File: config.mk
export PLATFORM = sky130hd
export DESIGN_NAME = frame_scanout
export DESIGN_NICKNAME = d
export VERILOG_FILES = /design/src/rtl/frame_scanout.sv
export SDC_FILE = /design/constraint.sdc
export NUM_CORES = 1
export LEC_CHECK = 0
export CAP_MARGIN = 0
export CORE_ASPECT_RATIO = 0.9
export CORE_MARGIN = 3
export CORE_UTILIZATION = 46
export CTS_CLUSTER_DIAMETER = 60
export DETAILED_ROUTE_END_ITERATION = 10
export PLACE_DENSITY = 0.76
export SLEW_MARGIN = 10
export SYNTH_ARGS = -nofsm -noshare
export SYNTH_HDL_FRONTEND = slang
export SYNTH_SLANG_ARGS = --single-unit
File: constraint.sdc
create_clock -name clk -period 1.8 [get_ports clk]
set_input_delay 0.36 -clock clk [delete_from_list [all_inputs] [get_ports clk]]
set_output_delay 0.36 -clock clk [all_outputs]
set_load 0.02 [all_outputs]
File: src/rtl/frame_scanout.sv
// ---------------------------------------------------------------------------
// frame_scanout
//   Display-side consumer of the VGA double buffer. Generates 640x480@60
//   raster timing on a pixel-clock enable, issues framebuffer word addresses
//   for a 160x120 buffer scaled up 4x in each direction, aligns the returned
//   read data with the delayed sync/blank timing, and pulses disp_done once
//   per frame when the last active line has been shown, so the buffer swap
//   lands in vertical blanking.
//
//   Optional feature: define VGA_TEST_PATTERN_EN to add a test_mode input
//   that replaces the picture with eight vertical colour bars.
// ---------------------------------------------------------------------------
module frame_scanout #(
    parameter int H_ACTIVE    = 640,
    parameter int H_FP        = 16,
    parameter int H_SYNC      = 96,
    parameter int H_BP        = 48,
    parameter int V_ACTIVE    = 480,
    parameter int V_FP        = 10,
    parameter int V_SYNC      = 2,
    parameter int V_BP        = 33,
    parameter int SCALE_SHIFT = 2,
    parameter int FB_W        = 160,
    parameter int PIPE        = 2
) (
    input  logic        clk,
    input  logic        rst,
    input  logic        pix_en,
    output logic [14:0] read_address,
    input  logic [23:0] read_data,
    output logic        disp_done,
    output logic [7:0]  vga_r,
    output logic [7:0]  vga_g,
    output logic [7:0]  vga_b,
    output logic        vga_hs,
    output logic        vga_vs,
    output logic        vga_blank_n
`ifdef VGA_TEST_PATTERN_EN
    ,
    input  logic        test_mode
`endif
);

    // -----------------------------------------------------------------------
    // Derived geometry. Every compare constant is sized to its counter so the
    // comparisons are width-exact.
    // -----------------------------------------------------------------------
    localparam int H_TOTAL = H_ACTIVE + H_FP + H_SYNC + H_BP;
    localparam int V_TOTAL = V_ACTIVE + V_FP + V_SYNC + V_BP;
    localparam int HW      = $clog2(H_TOTAL);
    localparam int VW      = $clog2(V_TOTAL);
    localparam int AW      = 15;

    localparam logic [HW-1:0] H_ACT    = HW'(H_ACTIVE);
    localparam logic [HW-1:0] H_LAST   = HW'(H_TOTAL - 1);
    localparam logic [HW-1:0] HS_START = HW'(H_ACTIVE + H_FP);
    localparam logic [HW-1:0] HS_END   = HW'(H_ACTIVE + H_FP + H_SYNC);

    localparam logic [VW-1:0] V_ACT    = VW'(V_ACTIVE);
    localparam logic [VW-1:0] V_LAST   = VW'(V_TOTAL - 1);
    localparam logic [VW-1:0] V_DONE   = VW'(V_ACTIVE - 1);
    localparam logic [VW-1:0] VS_START = VW'(V_ACTIVE + V_FP);
    localparam logic [VW-1:0] VS_END   = VW'(V_ACTIVE + V_FP + V_SYNC);

    localparam logic [AW-1:0] ROW_STEP = AW'(FB_W);

    // -----------------------------------------------------------------------
    // State
    // -----------------------------------------------------------------------
    logic [HW-1:0]          h_cnt;
    logic [VW-1:0]          v_cnt;
    logic [AW-1:0]          row_base;
    logic [SCALE_SHIFT-1:0] line_sub;

    // Stage-0 timing decoded straight from the counters.
    logic active_s0;
    logic hs_n_s0;
    logic vs_n_s0;
    logic line_end;
    logic frame_end;

    // Alignment pipeline: bit 0 is the newest pixel, bit PIPE-1 the oldest.
    logic [PIPE-1:0] act_pipe;
    logic [PIPE-1:0] hs_pipe;
    logic [PIPE-1:0] vs_pipe;

    logic [23:0] pixel_rgb;
    logic [23:0] rgb_q;

`ifdef VGA_TEST_PATTERN_EN
    localparam int BAR_W = H_ACTIVE / 8;

    logic [2:0] bar_s0;
    logic [2:0] bar_pipe [PIPE];

    // Colour for each of the eight bars, left to right.
    function automatic logic [23:0] bar_colour(input logic [2:0] idx);
        case (idx)
            3'd0:    return 24'hFF_FF_FF;  // white
            3'd1:    return 24'hFF_FF_00;  // yellow
            3'd2:    return 24'h00_FF_FF;  // cyan
            3'd3:    return 24'h00_FF_00;  // green
            3'd4:    return 24'hFF_00_FF;  // magenta
            3'd5:    return 24'hFF_00_00;  // red
            3'd6:    return 24'h00_00_FF;  // blue
            default: return 24'h00_00_00;  // black
        endcase
    endfunction
`endif

    // Decode raster position into active/sync flags and wrap conditions.
    // NOTE: every signal assigned in an always_comb gets a value on every
    // path (here by construction, elsewhere by a default first) so that no
    // latch is inferred.
    always_comb begin
        active_s0 = (h_cnt < H_ACT) && (v_cnt < V_ACT);
        hs_n_s0   = !((h_cnt >= HS_START) && (h_cnt < HS_END));
        vs_n_s0   = !((v_cnt >= VS_START) && (v_cnt < VS_END));
        line_end  = (h_cnt == H_LAST);
        frame_end = line_end && (v_cnt == V_LAST);
    end

    // Horizontal and vertical raster counters, advancing once per pixel.
    // NOTE: sequential state is updated with non-blocking assignments so all
    // registers sample pre-edge values and the order of statements is moot.
    always_ff @(posedge clk) begin
        if (rst) begin
            h_cnt <= '0;
            v_cnt <= '0;
        end else if (pix_en) begin
            if (line_end) begin
                h_cnt <= '0;
                v_cnt <= frame_end ? '0 : v_cnt + VW'(1);
            end else begin
                h_cnt <= h_cnt + HW'(1);
            end
        end
    end

    // Framebuffer address generation. The row base is accumulated in steps
    // of FB_W every 2^SCALE_SHIFT active lines, so no multiplier is needed.
    always_ff @(posedge clk) begin
        if (rst) begin
            read_address <= '0;
            row_base     <= '0;
            line_sub     <= '0;
        end else if (pix_en) begin
            read_address <= active_s0 ? row_base + AW'(h_cnt >> SCALE_SHIFT) : '0;
            if (line_end) begin
                if (v_cnt == V_LAST) begin
                    row_base <= '0;
                    line_sub <= '0;
                end else if (v_cnt < V_ACT) begin
                    line_sub <= line_sub + SCALE_SHIFT'(1);
                    if (line_sub == '1) begin
                        row_base <= row_base + ROW_STEP;
                    end
                end
            end
        end
    end

`ifdef VGA_TEST_PATTERN_EN
    // Bars are H_ACTIVE/8 wide, which is not a power of two, so the bar index
    // comes from a comparator ladder on h_cnt rather than from its top bits.
    always_comb begin
        bar_s0 = '0;
        for (int b = 1; b < 8; b++) begin
            if (h_cnt >= HW'(b * BAR_W)) begin
                bar_s0 = 3'(b);
            end
        end
    end
`endif

    // Delay the stage-0 timing flags so they line up with returned read data.
    always_ff @(posedge clk) begin
        if (rst) begin
            act_pipe <= '0;
            hs_pipe  <= '1;
            vs_pipe  <= '1;
`ifdef VGA_TEST_PATTERN_EN
            for (int i = 0; i < PIPE; i++) begin
                bar_pipe[i] <= '0;
            end
`endif
        end else if (pix_en) begin
            act_pipe[0] <= active_s0;
            hs_pipe[0]  <= hs_n_s0;
            vs_pipe[0]  <= vs_n_s0;
            for (int i = 1; i < PIPE; i++) begin
                act_pipe[i] <= act_pipe[i-1];
                hs_pipe[i]  <= hs_pipe[i-1];
                vs_pipe[i]  <= vs_pipe[i-1];
            end
`ifdef VGA_TEST_PATTERN_EN
            bar_pipe[0] <= bar_s0;
            for (int i = 1; i < PIPE; i++) begin
                bar_pipe[i] <= bar_pipe[i-1];
            end
`endif
        end
    end

    // Pick the colour source for the pixel at the end of the pipeline.
    always_comb begin
        pixel_rgb = read_data;
`ifdef VGA_TEST_PATTERN_EN
        if (test_mode) begin
            pixel_rgb = bar_colour(bar_pipe[PIPE-1]);
        end
`endif
    end

    // Output stage: register sync/blank and colour, black outside active video.
    always_ff @(posedge clk) begin
        if (rst) begin
            vga_blank_n <= 1'b0;
            vga_hs      <= 1'b1;
            vga_vs      <= 1'b1;
            rgb_q       <= '0;
        end else if (pix_en) begin
            vga_blank_n <= act_pipe[PIPE-1];
            vga_hs      <= hs_pipe[PIPE-1];
            vga_vs      <= vs_pipe[PIPE-1];
            rgb_q       <= act_pipe[PIPE-1] ? pixel_rgb : '0;
        end
    end

    assign vga_r = rgb_q[23:16];
    assign vga_g = rgb_q[15:8];
    assign vga_b = rgb_q[7:0];

    // One-clk end-of-active-frame pulse; it self-clears on the next clk edge
    // whether or not that edge carries a pixel enable.
    always_ff @(posedge clk) begin
        if (rst) begin
            disp_done <= 1'b0;
        end else begin
            disp_done <= pix_en && line_end && (v_cnt == V_DONE);
        end
    end

endmodule

Word level (Yosys, flattened, before mapping)
Index checks and enable logic that the tools add are counted.
{ "op_classes": {"magnitude_cmp": 6, "muxes": 9, "add_sub_neg": 5, "n_reduce_logical": 13, "eq_ne": 4} }
{ "op_table": {"columns": ["operator", "n"], "rows": [
  ["$mux W15", 4],
  ["$mux W24", 1],
  ["$add A10 B1 Y10 const B", 2],
  ["$eq A10 B10 Y1 const B", 2],
  ["$lt A10 B10 Y1 const B", 2],
  ["$lt A10 B9 Y1 const B", 2],
  ["$mux W10", 2],
  ["$add A15 B8 Y15", 1],
  ["$add A15 B8 Y15 const B", 1],
  ["$eq A10 B9 Y1 const B", 1],
  ["$ge A10 B10 Y1 const B", 1],
  ["$ge A10 B9 Y1 const B", 1],
  ["$logic_and A1 B1 Y1", 6],
  ["$mux W2", 2],
  ["$reduce_and A4 Y1", 1],
  ["$reduce_bool A2 Y1", 2],
  ["$reduce_and A3 Y1", 1],
  ["$add A2 B1 Y2 const B", 1],
  ["$eq A2 B2 Y1 const B", 1],
  ["$logic_not A1 Y1", 2],
  ["$reduce_and A2 Y1", 1]
]} }
{ "word_totals": {"regBits": 86, "inputBits": 27, "out_inout_bits": 43} }

Logic depth before layout (Yosys ltp)
Gate-level depths: netlist of the first run.
{ "logic_depth": {"ltp_word": 4, "depth_mapped": 9} }

Worst setup path before layout of the first run
No wires, ideal clock.
{ "synth_path": {"kind": "register to register", "start": "register h_cnt[8]", "end": "register read_address[8]", "path_stages_with_launch": 6, "slack_ns": 0.039, "setup_time_ns": 0.117, "t_arrival_ns": 1.644, "path_buffers": 0, "t_required_ns": 1.683, "path_cell_list": "dfxtp_1 -> ha_1 -> a21o_1 -> a21o_1 -> or3_1 -> a32o_1"} }
{ "synth_via": {"elab_chain_cells": 3, "word_cells_on_any_way": 4, "classes_between": "1 x add/sub; 1 x order compare; 1 x mux; 1 x reduce/logical"} }
{ "synth_lines": {"columns": ["element", "line", "text"], "rows": [
  ["start: declaration", "70", "logic [HW-1:0] h_cnt;"],
  ["start signal: assignment", "135", "h_cnt <= h_cnt + HW'(1);"],
  ["parallel branches: the longest is 2 deep, another holds $add A15 B8 Y15", null, null],
  ["$mux W15 (*)", "148", "read_address <= active_s0 ? row_base + AW'(h_cnt >> SCALE_SHIFT) : '0;"],
  ["end signal: assignment", "148", null],
  ["end: declaration", "29", "output logic [14:0] read_address,"]
]} }
Mark *: on every way between the ends.
A chain may end at the register's enable or synchronous reset.

Worst setup path in the final report of the first run
Same ends and word-level chain as after synthesis.

==> results.sh, run 1 <==
export IMPL_status="completed"
export IMPL_pin_count=70
export IMPL_start_util_pct=49.2
export IMPL_rsz0062_at_grt="yes"
export IMPL_crit_buf_inv=0
export IMPL_slew_headroom_pct=65.6
export IMPL_setup_viol=0
export IMPL_io_buffers=69
export IMPL_synth_seq_area_share_pct=45.2
export IMPL_core_area_sq_um=7290
export IMPL_worst_slew_pin_slew_ps=514
export IMPL_final_cell_mix="dfxtp_1 (76), clkdlybuf4s50_1 (68), nor2_1 (62)"
export IMPL_slowest_stage="or3_1"
export IMPL_postSynthCellCount=401
export IMPL_async_reset_ff_share_pct=0
export IMPL_hold_buffers=0
export IMPL_dieArea_sq_um=8900
export IMPL_syn_area_per_cell_sq_um=8.95
export IMPL_worst_setup_path_start_kind="flip-flop"
export IMPL_ant_nets=0
export IMPL_cts_path_max_buffers=2
export IMPL_place_inst=575
export IMPL_synth_distinct_cells=52
export IMPL_gp_congestion=0.874
export IMPL_drc_errors=0
export IMPL_cp_max_fo=8
export IMPL_cts_tree="built"
export IMPL_fin_crit_sh_pct=96.4
export IMPL_syn_cell_area_sq_um=3590
export IMPL_synth_xor_area_share_pct=4.88
export IMPL_die_y_microns=89.8
export IMPL_synth_warnings=0
export IMPL_cp_top_family="compound AO/OA/AOI/OAI gates"
export IMPL_hold_class="input pin to flip-flop"
export IMPL_hold_viol=0
export IMPL_drive_gt1_share_pct=18.8
export IMPL_wl_per_cell_microns=15.4
export IMPL_synth_edf_count=0
export IMPL_fmax_mhz=576
export IMPL_antenna_found_initial=0
export IMPL_grt_overflow_total=0
export IMPL_cts_root_buf="clkbuf_8"
export IMPL_synth_compound_gate_area_share_pct=19.4
export IMPL_htreeDepth=3
export IMPL_slew_viol_final=0
export IMPL_path_class="flip-flop to flip-flop"
export IMPL_vdd_drop_max_mv=0.481
export IMPL_path_clk_slew_ps=80
export IMPL_final_setup_tns_ps=0
export IMPL_synth_fa_ha_area_share_pct=3.83
export IMPL_die_w_microns=99.1
export IMPL_cp_end_kind="flip-flop"
export IMPL_drtPass1Iterations=4
export IMPL_synth_top_family_by_area="simple AND/OR/NAND/NOR gates"
export IMPL_insertion_delay_ps=350
export IMPL_wl_microns=9190
export IMPL_crit_arrival_ps=1980
export IMPL_grt_pass1_vias=3213
export IMPL_synth_ff_type="dfxtp_1"
export IMPL_grt_max_degree=30
export IMPL_dr_total_vias=3390
export IMPL_drt_first_iter_violations=115
export IMPL_pwr_density_cell_nw_per_um2=671
export IMPL_finalNonFillerCells=597
export IMPL_finClkSkew_ps=8.11
export IMPL_reg2reg_setup_slack_ps=60
export IMPL_p_leak_uw=0.00188
export IMPL_crit_required_ps=2040
export IMPL_pre_cts_ws_ps=-251
export IMPL_n_antenna_cell=0
export IMPL_rows=29
export IMPL_layout_setup_ws_ps=65.0
export IMPL_synthToLayoutAreaGrowth_pct=39.6
export IMPL_numCtsBuffers=9
export IMPL_layout_nets=538
export IMPL_crit_chain="ha_1, a21o_1, a21o_4, or3_1, a32o_1"
export IMPL_cpPeakStageDelay_ps=340
export IMPL_drv_cap=0
export IMPL_cts_sinks=81
export IMPL_ys_ff_latch=81
export IMPL_final_common_cell="dfxtp_1"
export IMPL_synthMuxAreaShare_pct=0.557
export IMPL_viasPerCell=5.68
export IMPL_synth_simple_area_share_pct=21.4
export IMPL_min_period_ps=1740
export IMPL_synthesis_nets=439
export IMPL_grt_util_all_layers_pct=19.9
export IMPL_grt_pass1_wl_microns=15000
export IMPL_hpwl_microns=6190
-- power by group --
| part | internal [uW] | switching [uW] | total, uW |
|---|---|---|---|
| clock network | 646 | 666 | 1310 |
| registers | 1810 | 13.0 | 1820 |
| logic | 119 | 111 | 230 |
| total | 2580 | 789 | 3360 |
-- sequential cells by signal, indices dropped and copies added, names as in the netlist --
signal	cells
h_cnt	10
rgb_q	24
vs_pipe	2
hs_pipe	2
read_address	15
vga_hs	1
row_base	10
act_pipe	2
line_sub	2
vga_vs	1
vga_blank_n	1
v_cnt	10
disp_done	1
-- layer usage --
metal / GRT usage, % / vias to the layer above / routed length, microns
met4: 4.78 / 0 / 99
met5: 0 / - / 0
met2: 31.7 / 94 / 4420
li1: - / 1634 / -
met3: 8.13 / 13 / 708
met1: 25.0 / 1649 / 3960
-- synth_stat cells (6+ instances only) --
master	count	area [sq um]
ha_1	11	138
nand2_1	18	67.6
o21ai_0	17	85.1
nand3_1	8	40.0
or3_1	6	37.5
dfxtp_1	81	1620
nor3_1	7	35.0
nor2_1	64	240
a22o_1	7	61.3
a21oi_1	22	110
xnor2_1	12	105
clkbuf_1	16	60.1
inv_1	7	26.3
a22oi_1	31	233
xor2_1	8	70.1
buf_2	8	40.0
-- through the flow --
stage / power [uW] / hold WS [ps] / util (%) / cell area [sq um]
floorplan: 1970 / 431 / - / 3590
global placement: 2090 / 439 / 63.3 / 4620
detailed placement: 2100 / 450 / 63.3 / 4620
CTS: 3390 / 307 / 66.1 / 4820
global route: 3490 / 324 / 68.7 / 5010
finish: 3360 / 319 / 68.7 / 5010
-- logic make-up (layout without fill, tap and decap cells) --
group,count (synthesis),count (layout)
compound gates,102,102
mux,2,2
buf+inv,37,140
other cells,1,1
simple gates,147,147
xor+xnor,20,20
fa+ha+maj,11,11
flops,81,81
-- worst paths after layout --
path,endpoint,depth (start not counted),from
hold / removal,line_sub[1],2,rst
setup / recovery,read_address[8],5,h_cnt[8]
hold reg to reg,hs_pipe[1],1,hs_pipe[0]
setup reg to reg,read_address[8],5,h_cnt[8]
-- repair_timing --
action                                  4_1_cts  5_1_grt
buffers inserted                              0        7
endpoints found under the hold margin         0        0
endpoints found under the setup margin        7       16
pin swaps                                     1       11
resized for setup                             4       40
-- area by class of cell --
type	count	area (sq um)
clock buffer	10	128
clock inverter	5	65.1
timing repair buffer	118	1130
inverter	7	28.8
multi-input combinational	283	1920
fill	537	2280
tap	93	116
sequential	81	1630
Note: power is estimated with default switching activity, not from simulation.
==> run 2, diff against run 1 <==
- CORE_UTILIZATION: 46 -> 55
- PLACE_DENSITY: 0.76 -> 0.85
- SKIP_CTS_REPAIR_TIMING: unset -> 1
- clock period: 1.8 -> 2.09 ns (I/O delays scaled with it)
==> run 2 against run 1 <==
  * Non-clock buffer count shrank 29
  * Setup slack better by 56 ps
  * Clock skew increased by 4.2 ps
  * Die area shrank 15%
  * Power down 16%
==> results.sh, run 2 (synthesis gave the netlist of run 1 again) <==
export IMPL_regArea_sq_um=1620
export IMPL_cts_sinks=81
export IMPL_grt_util_all_layers_pct=22.8
export IMPL_status="completed"
export IMPL_cts_root_buf="clkbuf_8"
export IMPL_crit_required_ps=2340
export IMPL_dieArea_sq_um=7540
export IMPL_r2r_end="read_address[8]"
export IMPL_min_period_ps=1970
export IMPL_hp_start="vs_pipe[1]"
export IMPL_pwr_density_cell_nw_per_um2=613
export IMPL_grt_pass1_wl_microns=13900
export IMPL_cp_end_kind="flip-flop"
export IMPL_path_class="flip-flop to flip-flop"
export IMPL_fin_area_sq_um=4630
export IMPL_hpwl_microns=5850
export IMPL_drtPass1Iterations=4
export IMPL_hold_class="flip-flop to flip-flop"
export IMPL_drive_gt1_share_pct=9.24
export IMPL_vdd_drop_max_mv=0.566
export IMPL_pre_cts_ws_ps=-119
export IMPL_pin_count=70
export IMPL_core_area_sq_um=6220
export IMPL_viasPerCell=5.70
export IMPL_dr_total_vias=3210
export IMPL_cp_max_fo=8
export IMPL_timing_hold_ws_ps=471
export IMPL_final_cell_mix="dfxtp_1 (81), clkdlybuf4s50_1 (68), nor2_1 (64)"
export IMPL_hold_viol=0
export IMPL_grt_max_degree=34
export IMPL_drc_errors=0
export IMPL_slew_headroom_pct=66.9
export IMPL_place_area_sq_um=4430
export IMPL_worst_setup_path_start_kind="flip-flop"
export IMPL_layout_nets=509
export IMPL_synthToLayoutAreaGrowth_pct=28.9
export IMPL_crit_chain="ha_1, a21o_1, a21o_1, or3_1, a32o_1"
export IMPL_grt_overflow_total=0
export IMPL_worst_slew_pin_slew_ps=492
export IMPL_cp_top_family="compound AO/OA/AOI/OAI gates"
export IMPL_antenna_found_initial=0
export IMPL_slowest_stage="dfxtp_1"
export IMPL_cts_path_max_buffers=2
export IMPL_hold_path_end="vga_vs"
export IMPL_p_leak_uw=0.00171
export IMPL_ff2ff_path_depth=5
export IMPL_gp_congestion=0.856
export IMPL_insertion_delay_ps=350
export IMPL_path_clk_slew_ps=80
export IMPL_finClkSkew_ps=12.3
export IMPL_layout_setup_ws_ps=121
export IMPL_top_register="rgb_q"
export IMPL_slew_viol_final=0
export IMPL_setup_viol=0
export IMPL_rows=27
export IMPL_numCtsBuffers=9
export IMPL_wl_per_cell_microns=14.7
export IMPL_multi_input_area_sq_um=1810
export IMPL_drt_first_iter_violations=164
export IMPL_cts_tree="built"
export IMPL_rsz0062_at_grt="no"
export IMPL_final_core_util_pct=74.5
export IMPL_io_buffers=69
export IMPL_die_y_microns=82.7
export IMPL_crit_arrival_ps=2220
export IMPL_nFillCells=465
export IMPL_ant_nets=0
export IMPL_top_regs="rgb_q x24, read_address x15"
export IMPL_wl_microns=8290
export IMPL_htreeDepth=3
export IMPL_cp_common_cell="a21o_1"
export IMPL_start_util_pct=57.8
export IMPL_final_common_cell="dfxtp_1"
export IMPL_largest_reg_flops=24
export IMPL_fin_crit_sh_pct=94.2
export IMPL_hold_depth=1
export IMPL_r2r_start="h_cnt[8]"
export IMPL_fmax_mhz=508
export IMPL_drv_cap=0
export IMPL_crit_buf_inv=0
export IMPL_cpPeakStageDelay_ps=450
export IMPL_reg2reg_setup_slack_ps=120
export IMPL_grt_pass1_vias=3026
export IMPL_n_antenna_cell=0
export IMPL_die_w_microns=91.2
run 2: cell type report:
class	instances	area share (%)
multi-input combinational	283	39.1
clock buffer	11	3.27
clock inverter	5	0.784
inverter	7	0.568
tap	87	2.35
sequential	81	35.0
timing repair buffer	89	18.9
run 2: worst max path at each step:
stage               depth (start not counted)         endpoint  startpoint
global route                                5  read_address[8]    h_cnt[8]
finish                                      5  read_address[8]    h_cnt[8]
global placement                            7      row_base[5]      pix_en
CTS                                         5  read_address[8]    h_cnt[8]
floorplan                                   5  read_address[8]    h_cnt[8]
detailed placement                          7      row_base[5]      pix_en
run 2: power breakdown:
part           switching, uW  total, uW  internal, uW
registers               11.6       1570          1560
clock network            575       1080           503
logic                   91.2        188          96.5
total                    678       2840          2160
run 2: through the flow:
stage / cells / TNS [ps] / power [uW]
2_1_floorplan: 401 / 0 / 1690
3_3_place_gp: 547 / -49.5 / 1790
3_5_place_dp: 547 / -1250 / 1800
4_1_cts: 563 / 0 / 2860
5_1_grt: 563 / 0 / 2950
6_report: 563 / 0 / 2840
run 2: metal layers:
metal	global-route usage, %	up-vias	routed length [microns]
li1	-	1571	-
met1	27.9	1522	3670
met2	36.5	103	3820
met3	8.79	14	662
met4	9.19	0	137
met5	0	-	0
==> run 3, diff against run 2 <==
- CORE_MARGIN: 3 -> 1
- PLACE_DENSITY: 0.85 -> 0.94
- SKIP_CTS_REPAIR_TIMING: 1 -> unset
==> run 3 against run 2 <==
  * Setup slack gained 19 ps
  * Die area shrank 9.0%
  * Fmax grew 0.96%
  * Sequential share of layout area grew 0.60 points
  * Worst hold slack lost 0.64 ps
  * First-iteration DRC count grew 76%
  * Sequential power is essentially flat
  * Critical path depth is the same
  * Routed wire length grew 5.8%
  * Critical path type unchanged
  * Critical endpoint unchanged
  * Largest power group unchanged
==> results.sh, run 3 (synthesis gave the netlist of run 1 again) <==
export IMPL_status="completed"
export IMPL_wl_per_cell_microns=15.7
export IMPL_hold_viol=0
export IMPL_cp_end_kind="flip-flop"
export IMPL_final_setup_tns_ps=0
export IMPL_grt_overflow_total=0
export IMPL_finClkSkew_ps=9.35
export IMPL_start_util_pct=57.8
export IMPL_slew_viol_final=0
export IMPL_grt_util_met1_pct=31.7
export IMPL_pwr_density_cell_nw_per_um2=614
export IMPL_worst_slew_pin_slew_ps=585
export IMPL_cts_root_buf="clkbuf_8"
export IMPL_insertion_delay_ps=360
export IMPL_grt_max_degree=34
export IMPL_ant_nets=0
export IMPL_top_regs="rgb_q x24, read_address x15"
export IMPL_path_class="flip-flop to flip-flop"
export IMPL_n_antenna_cell=0
export IMPL_multi_input_area_sq_um=1800
export IMPL_final_core_util_pct=73.2
export IMPL_fin_crit_sh_pct=93.3
export IMPL_gp_congestion=0.872
export IMPL_path_clk_slew_ps=80
export IMPL_hpwl_microns=6010
export IMPL_grt_util_all_layers_pct=27.4
export IMPL_worst_setup_path_start_kind="flip-flop"
export IMPL_top_usage_layer="met2"
export IMPL_cts_path_max_buffers=2
export IMPL_wl_microns=8770
export IMPL_r2r_start="h_cnt[8]"
export IMPL_finalNonFillerCells=559
export IMPL_cts_sinks=81
export IMPL_cp_max_fo=8
export IMPL_rows=27
export IMPL_drive_gt1_share_pct=7.84
export IMPL_grtUsageMet3_pct=10.3
export IMPL_cts_tree="built"
export IMPL_startpoint="h_cnt[8]"
export IMPL_top_register="rgb_q"
export IMPL_largest_reg_flops=24
export IMPL_numCtsBuffers=9
export IMPL_dr_total_vias=3322
export IMPL_ff2ff_path_depth=5
export IMPL_place_inst=543
export IMPL_rsz0062_at_grt="no"
export IMPL_synthToLayoutAreaGrowth_pct=26.7
export IMPL_slew_headroom_pct=60.9
export IMPL_drt_first_iter_violations=288
export IMPL_vdd_drop_max_mv=0.465
export IMPL_drc_errors=0
export IMPL_cp_endpoint="read_address[8]"
export IMPL_drtPass1Iterations=4
export IMPL_core_area_sq_um=6220
export IMPL_setup_viol=0
export IMPL_fmax_mhz=513
export IMPL_post_cts_buffers=0
export IMPL_crit_required_ps=2340
export IMPL_min_period_ps=1950
export IMPL_grt_pass1_wl_microns=14600
export IMPL_p_total_uw=2790
export IMPL_layout_nets=505
export IMPL_pin_count=70
export IMPL_nFillCells=442
export IMPL_antenna_found_initial=0
export IMPL_cts_resized=0
export IMPL_reg2reg_setup_slack_ps=140
export IMPL_dieArea_sq_um=6860
export IMPL_hold_class="flip-flop to flip-flop"
export IMPL_hold_buffers=0
export IMPL_crit_arrival_ps=2200
export IMPL_htreeDepth=3
export IMPL_p_leak_uw=0.00166
export IMPL_die_w_microns=87.2
export IMPL_final_common_cell="dfxtp_1"
export IMPL_io_buffers=69
export IMPL_r2r_end="read_address[8]"
export IMPL_pre_cts_ws_ps=-62.1
export IMPL_die_y_microns=78.7
export IMPL_regArea_sq_um=1620
export IMPL_drv_cap=0
export IMPL_hold_depth=1
export IMPL_layout_setup_ws_ps=140
export IMPL_grt_pass1_vias=3171
export IMPL_viasPerCell=5.94
export IMPL_final_cell_mix="dfxtp_1 (81), clkdlybuf4s50_1 (68), nor2_1 (64)"
export IMPL_grt_util_met2_pct=45.4
run 3: cell types whose count changed in the layout (fill, tap and decap cells not counted), moves of 2 or more:
cell and delta:
clkinv_2 -2, buf_12 -2, clkbuf_1 +3, buf_4 -2
run 3: worst min path at each step:
stage               startpoint  slack (ps)          end
floorplan           hs_pipe[1]         430       vga_hs
global placement    vs_pipe[1]         440       vga_vs
detailed placement  vs_pipe[1]         450       vga_vs
CTS                        rst         460     v_cnt[4]
global route               rst         470  line_sub[1]
finish              hs_pipe[1]         470       vga_hs
run 3: area by class of cell:
type	count	share of cell area [%]
clock buffers	13	3.27
repair buffers	85	18.0
inverters	7	0.577
multi-input cells	283	39.6
flip-flops and latches	81	35.6
well taps	87	2.39
clock inverters	3	0.550
run 3: layer usage:
metal / part of all wire, % / wire, microns
met1: 40 / 3540
met2: 50 / 4370
met3: 7.7 / 679
met4: 2.0 / 175
met5: 0 / 0
run 3: power breakdown:
part	leakage (uW)	switching (uW)	total, uW	internal (uW)
clock network	0.0000842	565	1040	472
logic	0.000919	92.5	184	91.8
registers	0.000655	12.5	1570	1560
run 3: per-stage QoR:
step | hold slack, ps | instance area (sq um)
6_report | 470 | 4550
3_5_place_dp | 446 | 4380
5_1_grt | 472 | 4550
2_1_floorplan | 431 | 3590
3_3_place_gp | 442 | 4380
4_1_cts | 460 | 4550
run 3: critical path, stage by stage (launching register included):
cell and delay, ps:
dfxtp_1 460, ha_1 310, a21o_1 190, a21o_1 260, or3_1 370, a32o_1 250
